`src/rtl/sort_pkg.sv`:
```
// Shared types and defaults for the streaming insertion sorter.
package sort_pkg;

    localparam int SORT_N = 5;
    localparam int SORT_W = 6;

    typedef enum logic [0:0] {
        LOAD = 1'b0,
        EMIT = 1'b1
    } sort_state_t;

    // Reference insertion position: number of stored entries <= key (stable for equal keys).
    function automatic int unsigned sort_pos(
        input logic [SORT_N-1:0][SORT_W-1:0] entries,
        input int unsigned                   count,
        input logic [SORT_W-1:0]             key
    );
        int unsigned pos;
        pos = 0;
        for (int unsigned i = 0; i < SORT_N; i++) begin
            if (i < count && entries[i] <= key) pos++;
        end
        return pos;
    endfunction

endpackage

```
`src/rtl/sort_insert_slice.sv`:
```
// One sorted-buffer cell: holds, shifts in its left neighbour, or takes the new sample.
module sort_insert_slice
    import sort_pkg::*;
#(
    parameter int W   = SORT_W,
    parameter int CW  = 3,
    parameter int IDX = 0
) (
    input  logic          clk,
    input  logic          rst_n,
    input  logic          accept,
    input  logic [W-1:0]  key,
    input  logic [CW-1:0] count,
    input  logic [W-1:0]  left,
    input  logic          left_moves,
    output logic          moves,
    output logic [W-1:0]  value,
    output logic [W-1:0]  next
);

    // An entry is displaced when it is strictly greater than the key, or it is the first free slot.
    // Strict compare keeps equal samples in arrival order.
    always_comb begin
        moves = ((CW'(IDX) < count) && (value > key)) || (CW'(IDX) == count);
        next  = value;
        if (accept && moves) begin
            next = left_moves ? left : key;
        end
    end

    always_ff @(posedge clk or negedge rst_n) begin
        if (!rst_n) begin
            value <= '0;
        end else begin
            value <= next;
        end
    end

endmodule

```
`src/rtl/sort_stream.sv`:
```
// Streaming frame sorter: insertion-sorts N serial samples, then emits them ascending with the median.
module sort_stream
    import sort_pkg::*;
#(
    parameter int N = SORT_N,
    parameter int W = SORT_W
) (
    input  logic         clk,
    input  logic         rst_n,
    input  logic         in_valid,
    input  logic [W-1:0] in_num,
    output logic         in_ready,
    output logic         out_valid,
    input  logic         out_ready,
    output logic [W-1:0] out_num,
    output logic         out_last,
    output logic [W-1:0] median,
    output logic         median_valid
);

    localparam int CW  = $clog2(N + 1);
    localparam int MID = N / 2;

    sort_state_t   state;
    logic [CW-1:0] count;
    logic [CW-1:0] rd_idx;
    logic [W-1:0]  entries [N];
    logic [W-1:0]  next    [N];
    logic          moves   [N];
    logic          accept;
    logic          xfer;

    assign in_ready  = (state == LOAD);
    assign out_valid = (state == EMIT);
    assign out_last  = out_valid && (rd_idx == CW'(N - 1));
    assign out_num   = out_valid ? entries[rd_idx] : '0;
    assign accept    = in_valid && in_ready;
    assign xfer      = out_valid && out_ready;

    for (genvar i = 0; i < N; i++) begin : g_slice
        logic [W-1:0] left;
        logic         left_moves;
        if (i == 0) begin : g_head
            assign left       = '0;
            assign left_moves = 1'b0;
        end else begin : g_body
            assign left       = entries[i-1];
            assign left_moves = moves[i-1];
        end
        sort_insert_slice #(
            .W   (W),
            .CW  (CW),
            .IDX (i)
        ) u_slice (
            .clk        (clk),
            .rst_n      (rst_n),
            .accept     (accept),
            .key        (in_num),
            .count      (count),
            .left       (left),
            .left_moves (left_moves),
            .moves      (moves[i]),
            .value      (entries[i]),
            .next       (next[i])
        );
    end

    // Median is taken from the post-insertion values so it includes the final sample.
    always_ff @(posedge clk or negedge rst_n) begin
        if (!rst_n) begin
            state        <= LOAD;
            count        <= '0;
            rd_idx       <= '0;
            median       <= '0;
            median_valid <= 1'b0;
        end else begin
            case (state)
                LOAD: begin
                    if (accept) begin
                        count <= count + 1'b1;
                        if (count == CW'(N - 1)) begin
                            state        <= EMIT;
                            median       <= next[MID];
                            median_valid <= 1'b1;
                        end
                    end
                end
                EMIT: begin
                    if (xfer) begin
                        if (rd_idx == CW'(N - 1)) begin
                            state        <= LOAD;
                            count        <= '0;
                            rd_idx       <= '0;
                            median_valid <= 1'b0;
                        end else begin
                            rd_idx <= rd_idx + 1'b1;
                        end
                    end
                end
                default: state <= LOAD;
            endcase
        end
    end

endmodule

```
`config.mk`:
```
export PLATFORM = sky130hd
export DESIGN_NAME = sort_stream
export DESIGN_NICKNAME = d
export VERILOG_FILES = /design/src/rtl/sort_pkg.sv /design/src/rtl/sort_insert_slice.sv /design/src/rtl/sort_stream.sv
export SDC_FILE = /design/constraint.sdc
export NUM_CORES = 1
export LEC_CHECK = 0
export BUFFER_PORTS_ARGS = -buffer_cell sky130_fd_sc_hd__buf_4
export CORE_AREA = 5 5 85 87
export DETAILED_ROUTE_END_ITERATION = 7
export DIE_AREA = 0 0 90 92
export PLACE_DENSITY_LB_ADDON = 0.12
export SLEW_MARGIN = 30
export SYNTH_ARGS = -nofsm -noshare
export SYNTH_HDL_FRONTEND = slang
export SYNTH_SLANG_ARGS = --single-unit
```
`constraint.sdc`:
```
create_clock -name clk -period 2.15 [get_ports clk]
set_clock_uncertainty 0.2 [all_clocks]
set_input_delay 0 -clock clk [delete_from_list [all_inputs] [get_ports clk]]
set_output_delay 0 -clock clk [all_outputs]
set_load 0.05 [all_outputs]
```
# Yosys cells after proc, flatten, opt, wreduce, memory -nomap -nowiden
# Index checks and enable logic that the tools add are counted.
[totals]
reg_bits = 44
in_bits = 10
out_inout_bits = 16
wordCells = 82
[classes]
add_sub_neg = 2
magnitude_cmp = 11
eq_ne = 10
mux = 24
n_bitwise = 2
reduce_logical = 23
[ops]
columns = ["op", "count"]
rows = [
  ["$mux 6", 8],
  ["$gt 6x6->1", 5],
  ["$bmux 6 s3", 1],
  ["$logic_and 1x1->1", 13],
  ["$mux 3", 4],
  ["$mux 1", 8],
  ["$ne 2x1->1 const B", 4],
  ["$add 3x1->3 const B", 2],
  ["$eq 2x3->1 const A", 2],
  ["$eq 3x3->1 const B", 2],
  ["$lt 1x3->1 const A", 2],
  ["$lt 2x3->1 const A", 2],
  ["$pmux 3 s2", 1],
  ["$reduce_and 3->1", 2],
  ["$logic_or 1x1->1", 5],
  ["$ge 4x4->1 const B", 1],
  ["$not 3->4", 1],
  ["$pmux 1 s2", 2],
  ["$reduce_and 4->1", 1],
  ["$eq 1x3->1 const A", 1],
  ["$eq 3x3->1 const A", 1],
  ["$logic_not 3->1", 1],
  ["$lt 3x3->1 const A", 1],
  ["$reduce_and 2->1", 1],
  ["$not 1->1", 1],
]

# Depth between registers and ports, before layout
# Gate-level depths: netlist of the first run.
[depth]
depth_word = 5
depth_mapped = 9

# Hierarchy
# A second synthesis of the first run with hierarchy kept.
[hier_totals]
hier_cells = 337
area_unflattened_um2 = 3370.7
[modules_own_cells]
columns = ["module", "instances", "cells_per_inst", "area_each_um2"]
rows = [
  ["sort_stream", 1, 94, 945.9],
  ["sort_insert_slice at g_slice[0].u_slice", 1, 50, 515.5],
  ["sort_insert_slice at g_slice[1].u_slice", 1, 48, 480.5],
  ["sort_insert_slice at g_slice[3].u_slice", 1, 49, 479.2],
  ["sort_insert_slice at g_slice[2].u_slice", 1, 48, 475.5],
  ["sort_insert_slice at g_slice[4].u_slice", 1, 48, 474.2],
]

# Least setup slack after synthesis of the first run
# Ideal clock, no wire load.
[synth_path]
kind = "register -> register"
start = "register g_slice[3].u_slice.value[4]"
end = "register g_slice[4].u_slice.value[1]"
setup_ns = 0.125
arrival_ns = 1.941
path_slack_ns = -0.115
stages_incl_launch_ff = 7
synth_period_minus_slack_ns = 2.265
cell_sequence = "dfrtp_1 > ha_1 > nand4_1 > o21bai_1 > a31oi_2 > mux2_1 > mux2_2"
[synth_via]
elab_chain_len = 4
[synth_rtl]
columns = ["element", "line_no", "text"]
rows = [
  ["start, declared", "sort_insert_slice.sv:17", "output logic [W-1:0] value,"],
  ["start signal, assigned", "sort_insert_slice.sv:35", "value <= next;"],
  ["$gt 6x6->1", "sort_insert_slice.sv:24", "moves = ((CW'(IDX) < count) && (value > key)) || (CW'(IDX) == count);"],
  ["$logic_and 1x1->1", "sort_insert_slice.sv:24", ""],
  ["$logic_or 1x1->1", "sort_insert_slice.sv:24", ""],
  ["$mux 6", "sort_insert_slice.sv:27", "next = left_moves ? left : key;"],
  ["end signal, assigned", "sort_insert_slice.sv:35", ""],
  ["end, declared", "sort_insert_slice.sv:17", ""],
]
# No other way between the ends.
# A chain may end at the register's enable or synchronous reset.

# Final worst setup path of the first run
[layout_path]
start = "register g_slice[1].u_slice.value[5]"
end = "register g_slice[2].u_slice.value[0]"
[layout_via]
elab_chain_len = 5
[layout_rtl]
columns = ["element", "line_no", "text"]
rows = [
  ["start, declared", "sort_insert_slice.sv:17", ""],
  ["start signal, assigned", "sort_insert_slice.sv:35", ""],
  ["$gt 6x6->1", "sort_insert_slice.sv:24", ""],
  ["$logic_and 1x1->1", "sort_insert_slice.sv:24", ""],
  ["$logic_or 1x1->1", "sort_insert_slice.sv:24", ""],
  ["$mux 6", "sort_insert_slice.sv:27", ""],
  ["$mux 6", "sort_insert_slice.sv:26", "if (accept && moves) begin"],
  ["via g_slice[2].u_slice.next[0]", "sort_insert_slice.sv:18", "output logic [W-1:0] next"],
  ["end signal, assigned", "sort_insert_slice.sv:35", ""],
  ["end, declared", "sort_insert_slice.sv:17", ""],
]
# The timed path passes the listed nets, and every way through them passes these cells.

==> summary.md, run 1 <==
| Metric | Value |
|---|---|
| Outcome | `complete, but fails checks` |
| Violations in the final reports | `negative setup slack` |
| Simple-gate area share of the yosys netlist | `0.122` |
| Most area-consuming cells after synthesis | `sky130_fd_sc_hd__dfrtp_1 (34%), sky130_fd_sc_hd__ha_1 (14%), sky130_fd_sc_hd__mux2i_1 (6.2%), sky130_fd_sc_hd__mux4_2 (4.2%), sky130_fd_sc_hd__mux2_1 (3.5%)` |
| Chain of cells forming the critical path | `ha_1, and4_1, o21a_1, o41ai_4, buf_12, mux2i_4, a21oi_2` |
| PortBufs | `25` |
| Min Clock Period, post-route | `2300 ps` |
| Multiplexer share of the synthesized area | `0.166` |
| Type of the tightest min-delay check | `input port to asynchronous set/reset pin` |
| Adder-cell share of the synthesized area | `0.137` |
| Slowest stage delay, CP | `400 ps` |
| Number of setup violations in the final report | `30` |
| Overall die area | `8280 µm²` |
| Clock slew at the register clock pins of the worst setup and hold paths | `90 ps` |
| Total half-perimeter wirelength after legalization and detailed placement | `7.08 mm` |
| Drc violations | `0` |
| Power Internal | `4.39 mW` |
| Fin Setup TNS | `-3070 ps` |
| Area fraction of the dominant cell type after synthesis | `0.344` |
| Count of flip-flops with a built-in enable after synthesis | `0` |
| Main combinational cell family by area after synthesis | `compound AO/OA/AOI/OAI gates` |
| Synthesis-to-layout area growth | `46.5%` |
| Number of primary I/O pins | `26` |
| Combinational share of power | `0.733` |
| Final GP Congestion | `0.892` |
| Placeable core region | `6280 µm²` |
| Global routing usage summed across all routing layers | `0.244` |
| Via count of the routed design | `2920` |
| Cell chosen for the clock root | `sky130_fd_sc_hd__clkbuf_8` |
| Fillcell total | `between 400 and 500` |
| Yosys synthesis warning count | `0` |
| Worst R2R Setup Slack | `-150 ps` |
| Relative slew margins | `0.596` |
| Iteration count of the initial detailed-routing pass | `4` |
| Post-synth design cell area | `3200 µm²` |
| Share of total power in the clock network | `0.069` |
| Starting utilization of the core area | `0.510` |
| Reg-to-reg critical path endpoint | `g_slice[2].u_slice.value[0]$_DFF_PN0_` |
| Drt via density | `5.88` |
| Post-Syn Instances | `a little over 300` |
| Async set-reset flop share out of synthesis | `1.00` |
| CTS tree | `built` |
| Most common cell in the netlist | `sky130_fd_sc_hd__dfrtp_1` |
| Top cell type by total area after synthesis | `sky130_fd_sc_hd__dfrtp_1` |
| Area used by multi-input combinational logic | `2410 µm²` |
| Routed WL per cell | `21.0 µm` |
| H-tree level count | `2` |
| Most used standard cells in the synthesized netlist | `sky130_fd_sc_hd__dfrtp_1 (44), sky130_fd_sc_hd__ha_1 (35), sky130_fd_sc_hd__a21oi_1 (22), sky130_fd_sc_hd__nor2_1 (22), sky130_fd_sc_hd__mux2i_1 (20)` |
| Complex-gate fraction of the synthesized area | `0.196` |
| Leftover overflow at the end of global routing | `0` |
| Synthesized Nets | `354` |
| Leakage power total | `~2.2 nW` |
| First DRT Iteration DRCs | `212` |
| Height of the die | `92 µm` |
| Floorplan die width | `90 µm` |
| Peak fanout along the critical path | `7` |
| Number of unique standard cell types used by synthesis | `57` |
| Number of diodes added for antenna fixing | `0` |
| Site Rows | `29` |
| Maximum number of pins on one net before global-route repair | `45` |
| Tcrit/Tclk final | `1.07` |
| Placement Setup Slack | `-148 ps` |
| Data arrival time at the worst-slack endpoint | `2290 ps` |
| Setup crit end | `g_slice[2].u_slice.value[0]$_DFF_PN0_` |
| Number of pins with negative max-slew slack in the final report | `0` |
| Fraction of layout instances using a drive strength above 1 | `0.479` |
| RSZ-0062 raised after global routing | `true` |
| Worst Setup End Kind | `register` |
| Final #Nets | `464` |
| Number of failing hold endpoints at the final stage | `0` |
| Max Buffers Root-to-Sink | `2` |
| Library cell contributing the largest single delay on the critical path | `sky130_fd_sc_hd__dfrtp_1` |
| Transition time at the pin with the least slew margin | `606 ps` |
| Number of maximum-capacitance violations | `0` |
| Share of the yosys chip area belonging to registers | `0.344` |
| Total length of routed wires | `10.5 mm` |
| Minimum setup slack in the final design | `-146 ps` |
| Post-synthesis xor/xnor area fraction | `0` |
| Clock buffers created by TritonCTS | `5` |
| Cell Count Post-Placement | `468` |
| WS Path Type | `register to register` |
| Number of global-route vias before repair | `about 3000` |
| Origin of the critical flop-to-flop path | `g_slice[1].u_slice.value[5]$_DFFE_PN0P_` |
| Avg Synthesized Cell Area | `10.4 µm²` |
| Worst VDD drop | `1.03 mV` |
| Sequential share of power | `0.197` |
| Antenna violations before repair | `0` |
| Global-route wire length before repair | `approximately 16 mm` |
| Post-synth top flop | `sky130_fd_sc_hd__dfrtp_1` |
| Antenna violation net count after detailed routing | `0` |
| Achievable Freq | `436 MHz` |
| Data required time of the worst path | `2140 ps` |
| Switching power | `3.63 mW` |
| Clock Sink Count | `44` |
| FF+latch area | `between 1000 and 1500 µm²` |
| Final instance count without filler cells | `roughly 500` |
| Clock insertion delay at the later pin of the skew report | `300 ps` |
| Flops & latches, synth | `44` |
| Switching share of power | `0.453` |
| Worst setup path start | `g_slice[1].u_slice.value[5]$_DFFE_PN0P_` |
| Cells on worst reg2reg path | `7` |
| Power Density | `between 1500 and 2000 nW/µm²` |
| Setup crit start kind | `register` |
[power by group through the flow]
stage / sequential, mW / clock (mW) / combinational, mW
after detailed placement: 1.56 / 0 / 4.66
after floorplan: 1.74 / 0 / 2.80
after global routing: 1.64 / 0.603 / 6.24
final: 1.58 / 0.557 / 5.88
after CTS: 1.57 / 0.568 / 5.37
after global placement: 1.55 / 0 / 4.58
[critical path: cells and delay by family (launching register included)]
| family | cells | cell delay [ps] |
|---|---|---|
| AOI/OAI and AO/OA | 3 | 590 |
| muxes | 1 | 290 |
| buffers and inverters | 1 | 200 |
| adders and majority gates | 1 | 280 |
| DFF | 1 | 400 |
| and+or+nand+nor | 1 | 220 |
[kinds of logic (layout without fill, tap and decap cells)]
group / Yosys count / count (layout)
adder cells (fa/ha/maj): 35 / 35
AND/OR/NAND/NOR: 75 / 75
multiplexers: 43 / 43
buffers and inverters: 26 / 137
flip-flops: 44 / 44
AO/OA/AOI/OAI: 86 / 86
[area by class of cell]
class                   count  share of cell area
clock buffers               8              0.0192
well taps                  77              0.0205
repair buffers            114               0.200
inverters                  15              0.0120
flip-flops and latches     44               0.235
multi-input cells         239               0.514
[state kept, by name (all words and copies together) (netlist names)]
signal / flops
median: 6
out_valid: 1
count: 3
median_valid: 1
rd_idx: 3
g_slice.u_slice.value: 30
[metal layers]
metal / vias up / GRT usage / routed length [µm]
met2: 98 / 0.407 / 5180
met5: - / 0 / 0
met3: 30 / 0.0352 / 738
met4: 0 / 0.103 / 328
met1: 1431 / 0.317 / 4210
li1: 1361 / - / -
[worst min-delay path by stage]
stage,slack [ps],end,depth (start not counted),start
2_1_floorplan,-500,count[0]$_DFFE_PN0P_,0,rst_n
6_report,30,g_slice[1].u_slice.value[3]$_DFFE_PN0P_,2,rst_n
4_1_cts,50,median[0]$_DFFE_PN0P_,4,in_num[0]
3_3_place_gp,-150,g_slice[1].u_slice.value[3]$_DFFE_PN0P_,1,rst_n
5_1_grt,90,g_slice[1].u_slice.value[3]$_DFFE_PN0P_,2,rst_n
3_5_place_dp,-150,g_slice[1].u_slice.value[3]$_DFFE_PN0P_,1,rst_n
[through the flow]
| stage | cell area, µm² | util | total power, mW | hold slack (ps) |
|---|---|---|---|---|
| after detailed placement | 3990 | 0.636 | 6.22 | -145 |
| after CTS | 4470 | 0.711 | 7.50 | 45.9 |
| after floorplan | 3250 | - | 4.54 | -496 |
| after global placement | 3990 | 0.636 | 6.13 | -151 |
| after global routing | 4690 | 0.748 | 8.48 | 91.4 |
| final | 4690 | 0.748 | 8.02 | 34.8 |
[layout by cell type (no fill, tap or decap), types with 3 or more instances in the layout]
master | netlist | layout
sky130_fd_sc_hd__nand2_1 | 17 | 17
sky130_fd_sc_hd__ha_1 | 35 | 28
sky130_fd_sc_hd__o21ai_2 | 1 | 8
sky130_fd_sc_hd__a21oi_2 | 1 | 9
sky130_fd_sc_hd__o21ai_1 | 12 | 9
sky130_fd_sc_hd__mux2i_1 | 20 | 10
sky130_fd_sc_hd__nand3_1 | 10 | 10
sky130_fd_sc_hd__mux4_2 | 6 | 6
sky130_fd_sc_hd__ha_4 | 0 | 7
sky130_fd_sc_hd__buf_6 | 1 | 5
sky130_fd_sc_hd__nand2b_1 | 8 | 7
sky130_fd_sc_hd__nor2_4 | 1 | 6
sky130_fd_sc_hd__a21oi_1 | 22 | 13
sky130_fd_sc_hd__buf_12 | 0 | 3
sky130_fd_sc_hd__mux2i_2 | 0 | 7
sky130_fd_sc_hd__o21bai_4 | 1 | 3
sky130_fd_sc_hd__dfrtp_1 | 44 | 43
sky130_fd_sc_hd__buf_4 | 1 | 96
sky130_fd_sc_hd__a22o_1 | 3 | 3
sky130_fd_sc_hd__nor2_1 | 22 | 15
sky130_fd_sc_hd__mux2_4 | 1 | 16
sky130_fd_sc_hd__mux2i_4 | 0 | 3
sky130_fd_sc_hd__a2bb2oi_1 | 5 | 5
sky130_fd_sc_hd__dlygate4sd3_1 | 0 | 10
sky130_fd_sc_hd__inv_1 | 14 | 12
sky130_fd_sc_hd__inv_2 | 1 | 3
sky130_fd_sc_hd__clkbuf_8 | 0 | 6
sky130_fd_sc_hd__o21a_1 | 3 | 3
sky130_fd_sc_hd__o21ai_0 | 15 | 10
[what timing repair did]
| item | CTS | global route |
|---|---|---|
| pin swaps | 14 | 15 |
| setup endpoints to repair | 28 | 37 |
| hold buffers | 9 | 1 |
| hold endpoints to repair | 73 | 2 |
| gates cloned | 1 | 1 |
| resized for setup | 40 | 51 |
| setup buffers | 6 | 8 |
(Power assumes the default switching activity.)
==> run 2: changes to the inputs <==
--- a/config.mk
+++ b/config.mk
@@ -6,9 +6,9 @@
 export NUM_CORES = 1
 export LEC_CHECK = 0
 export BUFFER_PORTS_ARGS = -buffer_cell sky130_fd_sc_hd__buf_4
-export CORE_AREA = 5 5 85 87
+export CORE_AREA = 5 5 87 89
 export DETAILED_ROUTE_END_ITERATION = 7
-export DIE_AREA = 0 0 90 92
+export DIE_AREA = 0 0 92 94
 export PLACE_DENSITY_LB_ADDON = 0.12
 export SLEW_MARGIN = 30
 export SYNTH_ARGS = -nofsm -noshare
==> constraint.sdc (replaced) <==
create_clock -name clk -period 2.4 [get_ports clk]
set_clock_uncertainty 0.2 [all_clocks]
set_input_delay 0 -clock clk [delete_from_list [all_inputs] [get_ports clk]]
set_output_delay 0 -clock clk [all_outputs]
set_load 0.05 [all_outputs]
==> summary.md, run 2 (synthesis gave the netlist of run 1 again) <==
| Metric | Value |
|---|---|
| Category of cells accounting for the largest share of critical-path delay | `compound AO/OA/AOI/OAI gates` |
| Height of the die | `94 µm` |
| Power Density | `around 1500 nW/µm²` |
| Final Core Density | `0.600` |
| Data arrival time at the worst-slack endpoint | `around 2300 ps` |
| Leftover overflow at the end of global routing | `0` |
| Number of pins with negative max-slew slack in the final report | `0` |
| Fraction of layout instances using a drive strength above 1 | `0.286` |
| Maximum number of pins on one net before global-route repair | `45` |
| Site Rows | `30` |
| Slowest stage delay, CP | `460 ps` |
| Via count of the routed design | `2689` |
| Reg-to-reg critical path endpoint | `median[1]$_DFFE_PN0P_` |
| Synthesis-to-layout area growth | `25.1%` |
| PortBufs | `25` |
| Type of the tightest min-delay check | `input port to asynchronous set/reset pin` |
| Drc violations | `0` |
| Transition time at the pin with the least slew margin | `600 ps` |
| Data required time of the worst path | `2390 ps` |
| Peak fanout along the critical path | `5` |
| Number of diodes added for antenna fixing | `0` |
| Critical path buffers and inverters | `1` |
| Antenna violation net count after detailed routing | `0` |
| Register with the most flip-flops | `g_slice.u_slice.value` |
| Minimum setup slack in the final design | `92.2 ps` |
| Min Clock Period, post-route | `2310 ps` |
| Antenna violations before repair | `0` |
| Total half-perimeter wirelength after legalization and detailed placement | `6.81 mm` |
| Worst R2R Setup Slack | `just over 90 ps` |
| Leakage power total | `1.89 nW` |
| Global routing usage summed across all routing layers | `0.219` |
| Number of global-route vias before repair | `between 2000 and 3000` |
| Global-route wire length before repair | `14.7 mm` |
| Number of failing hold endpoints at the final stage | `0` |
| Tcrit/Tclk final | `0.962` |
| Most common cell after layout, fill and taps aside | `sky130_fd_sc_hd__buf_4` |
| Number of setup violations in the final report | `0` |
| Routed WL per cell | `20.0 µm` |
| Number of flip-flops under the largest register name | `30` |
| Overall power | `6.11 mW` |
| First DRT Iteration DRCs | `approximately 180` |
| Leading cell types in the layout, fill and taps excluded | `sky130_fd_sc_hd__buf_4 (61), sky130_fd_sc_hd__dfrtp_1 (43), sky130_fd_sc_hd__ha_1 (33)` |
| FF+latch area | `1100 µm²` |
| Max Buffers Root-to-Sink | `2` |
| Placeable core region | `6680 µm²` |
| Clock slew at the register clock pins of the worst setup and hold paths | `~90 ps` |
| Floorplan die width | `92 µm` |
| Outcome | `complete, no violations` |
| Clock buffers created by TritonCTS | `5` |
| Fillcell total | `600` |
| Achievable Freq | `433 MHz` |
| Clock insertion delay at the later pin of the skew report | `300 ps` |
| Setup crit start kind | `register` |
| RSZ-0062 raised after global routing | `true` |
| Worst Setup End Kind | `register` |
| Drt via density | `5.88` |
| H-tree level count | `2` |
| Origin of the critical flop-to-flop path | `g_slice[1].u_slice.value[5]$_DFFE_PN0P_` |
| Fin Setup TNS | `0 ps` |
| Iteration count of the initial detailed-routing pass | `4` |
| Number of maximum-capacitance violations | `0` |
| Final GP Congestion | `0.904` |
| Starting utilization of the core area | `0.480` |
| Largest registers in the final layout | `g_slice.u_slice.value x30, median x6` |
| Cells on worst reg2reg path | `7` |
| Relative slew margins | `0.600` |
| Overall die area | `8650 µm²` |
| Number of primary I/O pins | `26` |
| Worst VDD drop | `0.642 mV` |
| Chain of cells forming the critical path | `ha_1, and4_1, o21a_1, o41ai_4, buf_6, mux2i_1, o21ai_1` |
| Library cell contributing the largest single delay on the critical path | `sky130_fd_sc_hd__dfrtp_2` |
| CTS tree | `built` |
| Cell chosen for the clock root | `sky130_fd_sc_hd__clkbuf_8` |
| Total length of routed wires | `about 9.1 mm` |
| Area used by multi-input combinational logic | `2060 µm²` |
| WS Path Type | `register to register` |
| Placement Setup Slack | `57.7 ps` |
| Final #Nets | `approximately 420` |
| Clock Sink Count | `44` |
## run 2: cell count changes in the layout (fill, tap and decap cells not counted), moves of 7 or more
cell                      change
sky130_fd_sc_hd__buf_4       -35
sky130_fd_sc_hd__mux2_4      -15
sky130_fd_sc_hd__mux2_1      +10
sky130_fd_sc_hd__a21oi_1      +9
sky130_fd_sc_hd__a21oi_2      -8
sky130_fd_sc_hd__nor2_1       +7
sky130_fd_sc_hd__o21ai_2      -7
## run 2: worst register-to-register path: cells and delay by family, from the launching register on
| family | cells | cell delay, ps |
|---|---|---|
| buf+inv | 1 | 220 |
| compound gates | 3 | 590 |
| mux | 1 | 270 |
| fa+ha+maj | 1 | 290 |
| simple gates | 1 | 170 |
| flops | 1 | 460 |
## run 2: layout make-up
class,instances,share of cell area
Tap cell,80,0.0250
Multi-Input combinational cell,239,0.513
Inverter,15,0.0140
Timing Repair Buffer,72,0.141
Clock buffer,5,0.0172
Sequential cell,44,0.275
Clock inverter,2,0.0150
## run 2: where the power goes
part / leakage [nW] / switching [mW] / internal (mW) / total (mW)
Clock: 0.0642 / 0.280 / 0.410 / 0.690
Combinational: 1.29 / 2.15 / 1.82 / 3.96
Sequential: 0.533 / 0.365 / 1.10 / 1.46
## run 2: per-stage QoR
step / hold slack (ps) / area, µm² / instances
after floorplan: -496 / 3200 / 309
after global placement: -149 / 3690 / 437
after detailed placement: -146 / 3690 / 437
after CTS: 74.0 / 3910 / 453
after global routing: 105 / 4010 / 457
final: 41.6 / 4010 / 457
## run 2: metal layers
metal  track usage  routed length, µm  vias up
met2         0.355               4150       69
met1         0.297               4340     1318
met4        0.0792                335        0
met3        0.0321                317       25
met5             0                  0        -
li1              -                  -     1277
## run 2: how the worst max path moves through the flow
stage	to	from	depth (start not counted)	slack [ps]
final	median[1]$_DFFE_PN0P_	g_slice[1].u_slice.value[5]$_DFFE_PN0P_	7	90
after detailed placement	g_slice[2].u_slice.value[5]$_DFF_PN0_	g_slice[1].u_slice.value[3]$_DFFE_PN0P_	7	60
after floorplan	g_slice[4].u_slice.value[1]$_DFFE_PN0P_	g_slice[3].u_slice.value[4]$_DFFE_PN0P_	6	130
after CTS	median[5]$_DFFE_PN0P_	g_slice[1].u_slice.value[3]$_DFFE_PN0P_	7	40
after global placement	median[5]$_DFFE_PN0P_	g_slice[1].u_slice.value[3]$_DFFE_PN0P_	7	100
after global routing	g_slice[4].u_slice.value[4]$_DFFE_PN0P_	g_slice[3].u_slice.value[1]$_DFFE_PN0P_	7	-20
## run 2: timing repair
action	4_1_cts	5_1_grt
endpoints found under the setup margin	0	22
buffers inserted	0	3
resized for setup	0	14
endpoints found under the hold margin	74	0
hold buffers	9	0
==> run 3: changes to the inputs <==
--- a/config.mk
+++ b/config.mk
@@ -5,7 +5,7 @@
 export SDC_FILE = /design/constraint.sdc
 export NUM_CORES = 1
 export LEC_CHECK = 0
-export BUFFER_PORTS_ARGS = -buffer_cell sky130_fd_sc_hd__buf_4
+export BUFFER_PORTS_ARGS = -buffer_cell sky130_fd_sc_hd__buf_2
 export CORE_AREA = 5 5 87 89
 export DETAILED_ROUTE_END_ITERATION = 7
 export DIE_AREA = 0 0 92 94
==> summary.md, run 3 (synthesis gave the netlist of run 1 again) <==
| Metric | Value |
|---|---|
| Leakage power total | `1.88 nW` |
| Worst R2R Setup Slack | `approximately 110 ps` |
| Cells on worst reg2reg path | `6` |
| PortBufs | `25` |
| Floorplan die width | `92 µm` |
| Total length of routed wires | `9.25 mm` |
| Type of the tightest min-delay check | `input port to asynchronous set/reset pin` |
| Data arrival time at the worst-slack endpoint | `~2300 ps` |
| Met1 track demand over resource in global routing | `0.307` |
| Antenna violation net count after detailed routing | `0` |
| Overall power | `5.83 mW` |
| Number of setup violations in the final report | `0` |
| Final GP Congestion | `0.891` |
| Global routing usage summed across all routing layers | `0.225` |
| Switching share of power | `0.477` |
| H-tree level count | `2` |
| CTS tree | `built` |
| Number of primary I/O pins | `26` |
| Via count of the routed design | `2665` |
| Drc violations | `0` |
| Peak fanout along the critical path | `6` |
| Number of failing hold endpoints at the final stage | `0` |
| Setup crit start kind | `register` |
| Routed WL per cell | `19.9 µm` |
| Cell Count Post-Placement | `442` |
| Met2 capacity usage during global routing | `0.360` |
| Combinational share of power | `0.668` |
| Worst VDD drop | `0.825 mV` |
| Clock Sink Count | `44` |
| Transition time at the pin with the least slew margin | `754 ps` |
| Power Internal | `3.05 mW` |
| Clock insertion delay at the later pin of the skew report | `~310 ps` |
| Switching power | `2.78 mW` |
| Drt via density | `5.74` |
| Total half-perimeter wirelength after legalization and detailed placement | `7.00 mm` |
| Leftover overflow at the end of global routing | `0` |
| Iteration count of the initial detailed-routing pass | `4` |
| Largest registers in the final layout | `g_slice.u_slice.value x30, median x6` |
| Placeable core region | `6680 µm²` |
| Sequential share of power | `0.248` |
| Number of flip-flops under the largest register name | `30` |
| Relative slew margins | `0.496` |
| Max Buffers Root-to-Sink | `2` |
| Worst slack on hold paths | `81.4 ps` |
| Overall die area | `~8600 µm²` |
| Reg-to-reg critical path endpoint | `g_slice[4].u_slice.value[4]$_DFFE_PN0P_` |
| Clock buffers created by TritonCTS | `5` |
| Min Clock Period, post-route | `around 2300 ps` |
| Final instance count without filler cells | `~460` |
| Register with the most flip-flops | `g_slice.u_slice.value` |
| Share of total power in the clock network | `0.084` |
| Power Density | `1480 nW/µm²` |
| Number of global-route vias before repair | `roughly 2800` |
| Maximum number of pins on one net before global-route repair | `30` |
| Number of pins with negative max-slew slack in the final report | `0` |
| First DRT Iteration DRCs | `~150` |
| Number of diodes added for antenna fixing | `0` |
| Outcome | `complete, no violations` |
| Height of the die | `94 µm` |
| Origin of the critical flop-to-flop path | `g_slice[3].u_slice.value[4]$_DFFE_PN0P_` |
| Site Rows | `30` |
| Tcrit/Tclk final | `0.955` |
| Data required time of the worst path | `2390 ps` |
| Leading cell types in the layout, fill and taps excluded | `sky130_fd_sc_hd__dfrtp_1 (44), sky130_fd_sc_hd__buf_4 (41), sky130_fd_sc_hd__ha_1 (35)` |
| Most common cell after layout, fill and taps aside | `sky130_fd_sc_hd__dfrtp_1` |
| WS Path Type | `register to register` |
| Clock slew at the register clock pins of the worst setup and hold paths | `100 ps` |
| Met3 layer usage reported by global route | `0.0280` |
| Final #Nets | `428` |
| Fin Setup TNS | `0 ps` |
| Most heavily used metal layer in global routing | `met2` |
| Worst Setup End Kind | `register` |
| Number of maximum-capacitance violations | `0` |
| Achievable Freq | `436 MHz` |
| Fraction of layout instances using a drive strength above 1 | `0.286` |
| Global-route wire length before repair | `14.9 mm` |
| RSZ-0062 raised after global routing | `true` |
| Antenna violations before repair | `0` |
| Starting utilization of the core area | `0.480` |
| Synthesis-to-layout area growth | `22.8%` |
| Cell chosen for the clock root | `sky130_fd_sc_hd__clkbuf_8` |
| Fillcell total | `610` |
[run 3: cell type report]
class                           count  area [µm²]  share of cell area
Timing Repair Buffer               78         564               0.143
Clock buffer                        6        72.6              0.0184
Tap cell                           80         100              0.0254
Multi-Input combinational cell    239        2020               0.514
Clock inverter                      2        16.3             0.00413
Inverter                           15        56.3              0.0143
Sequential cell                    44        1100               0.280
[run 3: worst max-delay path: stages (launching register included)]
cell and delay (ps):
sky130_fd_sc_hd__dfrtp_1 400, sky130_fd_sc_hd__ha_1 300, sky130_fd_sc_hd__nand4_1 120, sky130_fd_sc_hd__o21bai_2 240, sky130_fd_sc_hd__a31oi_4 280, sky130_fd_sc_hd__mux2_1 360, sky130_fd_sc_hd__mux2_2 270
[run 3: worst max path at each step]
stage | start | endpoint | slack (ps)
after floorplan | g_slice[3].u_slice.value[4]$_DFFE_PN0P_ | g_slice[4].u_slice.value[1]$_DFFE_PN0P_ | 130
after global placement | g_slice[1].u_slice.value[3]$_DFFE_PN0P_ | median[1]$_DFFE_PN0P_ | 70
after detailed placement | g_slice[1].u_slice.value[3]$_DFFE_PN0P_ | median[1]$_DFFE_PN0P_ | 40
after CTS | g_slice[1].u_slice.value[3]$_DFFE_PN0P_ | median[1]$_DFFE_PN0P_ | 40
after global routing | g_slice[1].u_slice.value[3]$_DFFE_PN0P_ | median[4]$_DFFE_PN0P_ | -10
final | g_slice[3].u_slice.value[4]$_DFFE_PN0P_ | g_slice[4].u_slice.value[4]$_DFFE_PN0P_ | 110
[run 3: layer usage]
metal	vias up	routed length, µm	share of wire
li1	1288	-	-
met1	1290	4410	0.48
met2	73	4270	0.46
met3	14	385	0.042
met4	0	179	0.019
met5	-	0	0
[run 3: timing repair]
item | CTS | global route
setup buffers | 0 | 4
pin swaps | 0 | 2
hold buffers | 10 | 0
resized for setup | 1 | 9
hold endpoints to repair | 71 | 0
setup endpoints to repair | 1 | 20
[run 3: through the flow]
step,util,cell area (µm²),setup slack [ps]
after floorplan,-,3200,135
after global placement,0.550,3670,69.2
after detailed placement,0.550,3670,38.7
after CTS,0.579,3870,42.8
after global routing,0.589,3940,-15.0
final,0.589,3940,109
[run 3: power groups by stage]
stage / combinational [mW] / sequential [mW] / clock [mW]
after floorplan: 2.41 / 1.56 / 0
after global placement: 3.60 / 1.43 / 0
after detailed placement: 3.66 / 1.45 / 0
after CTS: 3.70 / 1.44 / 0.496
after global routing: 4.24 / 1.50 / 0.532
final: 3.89 / 1.45 / 0.493
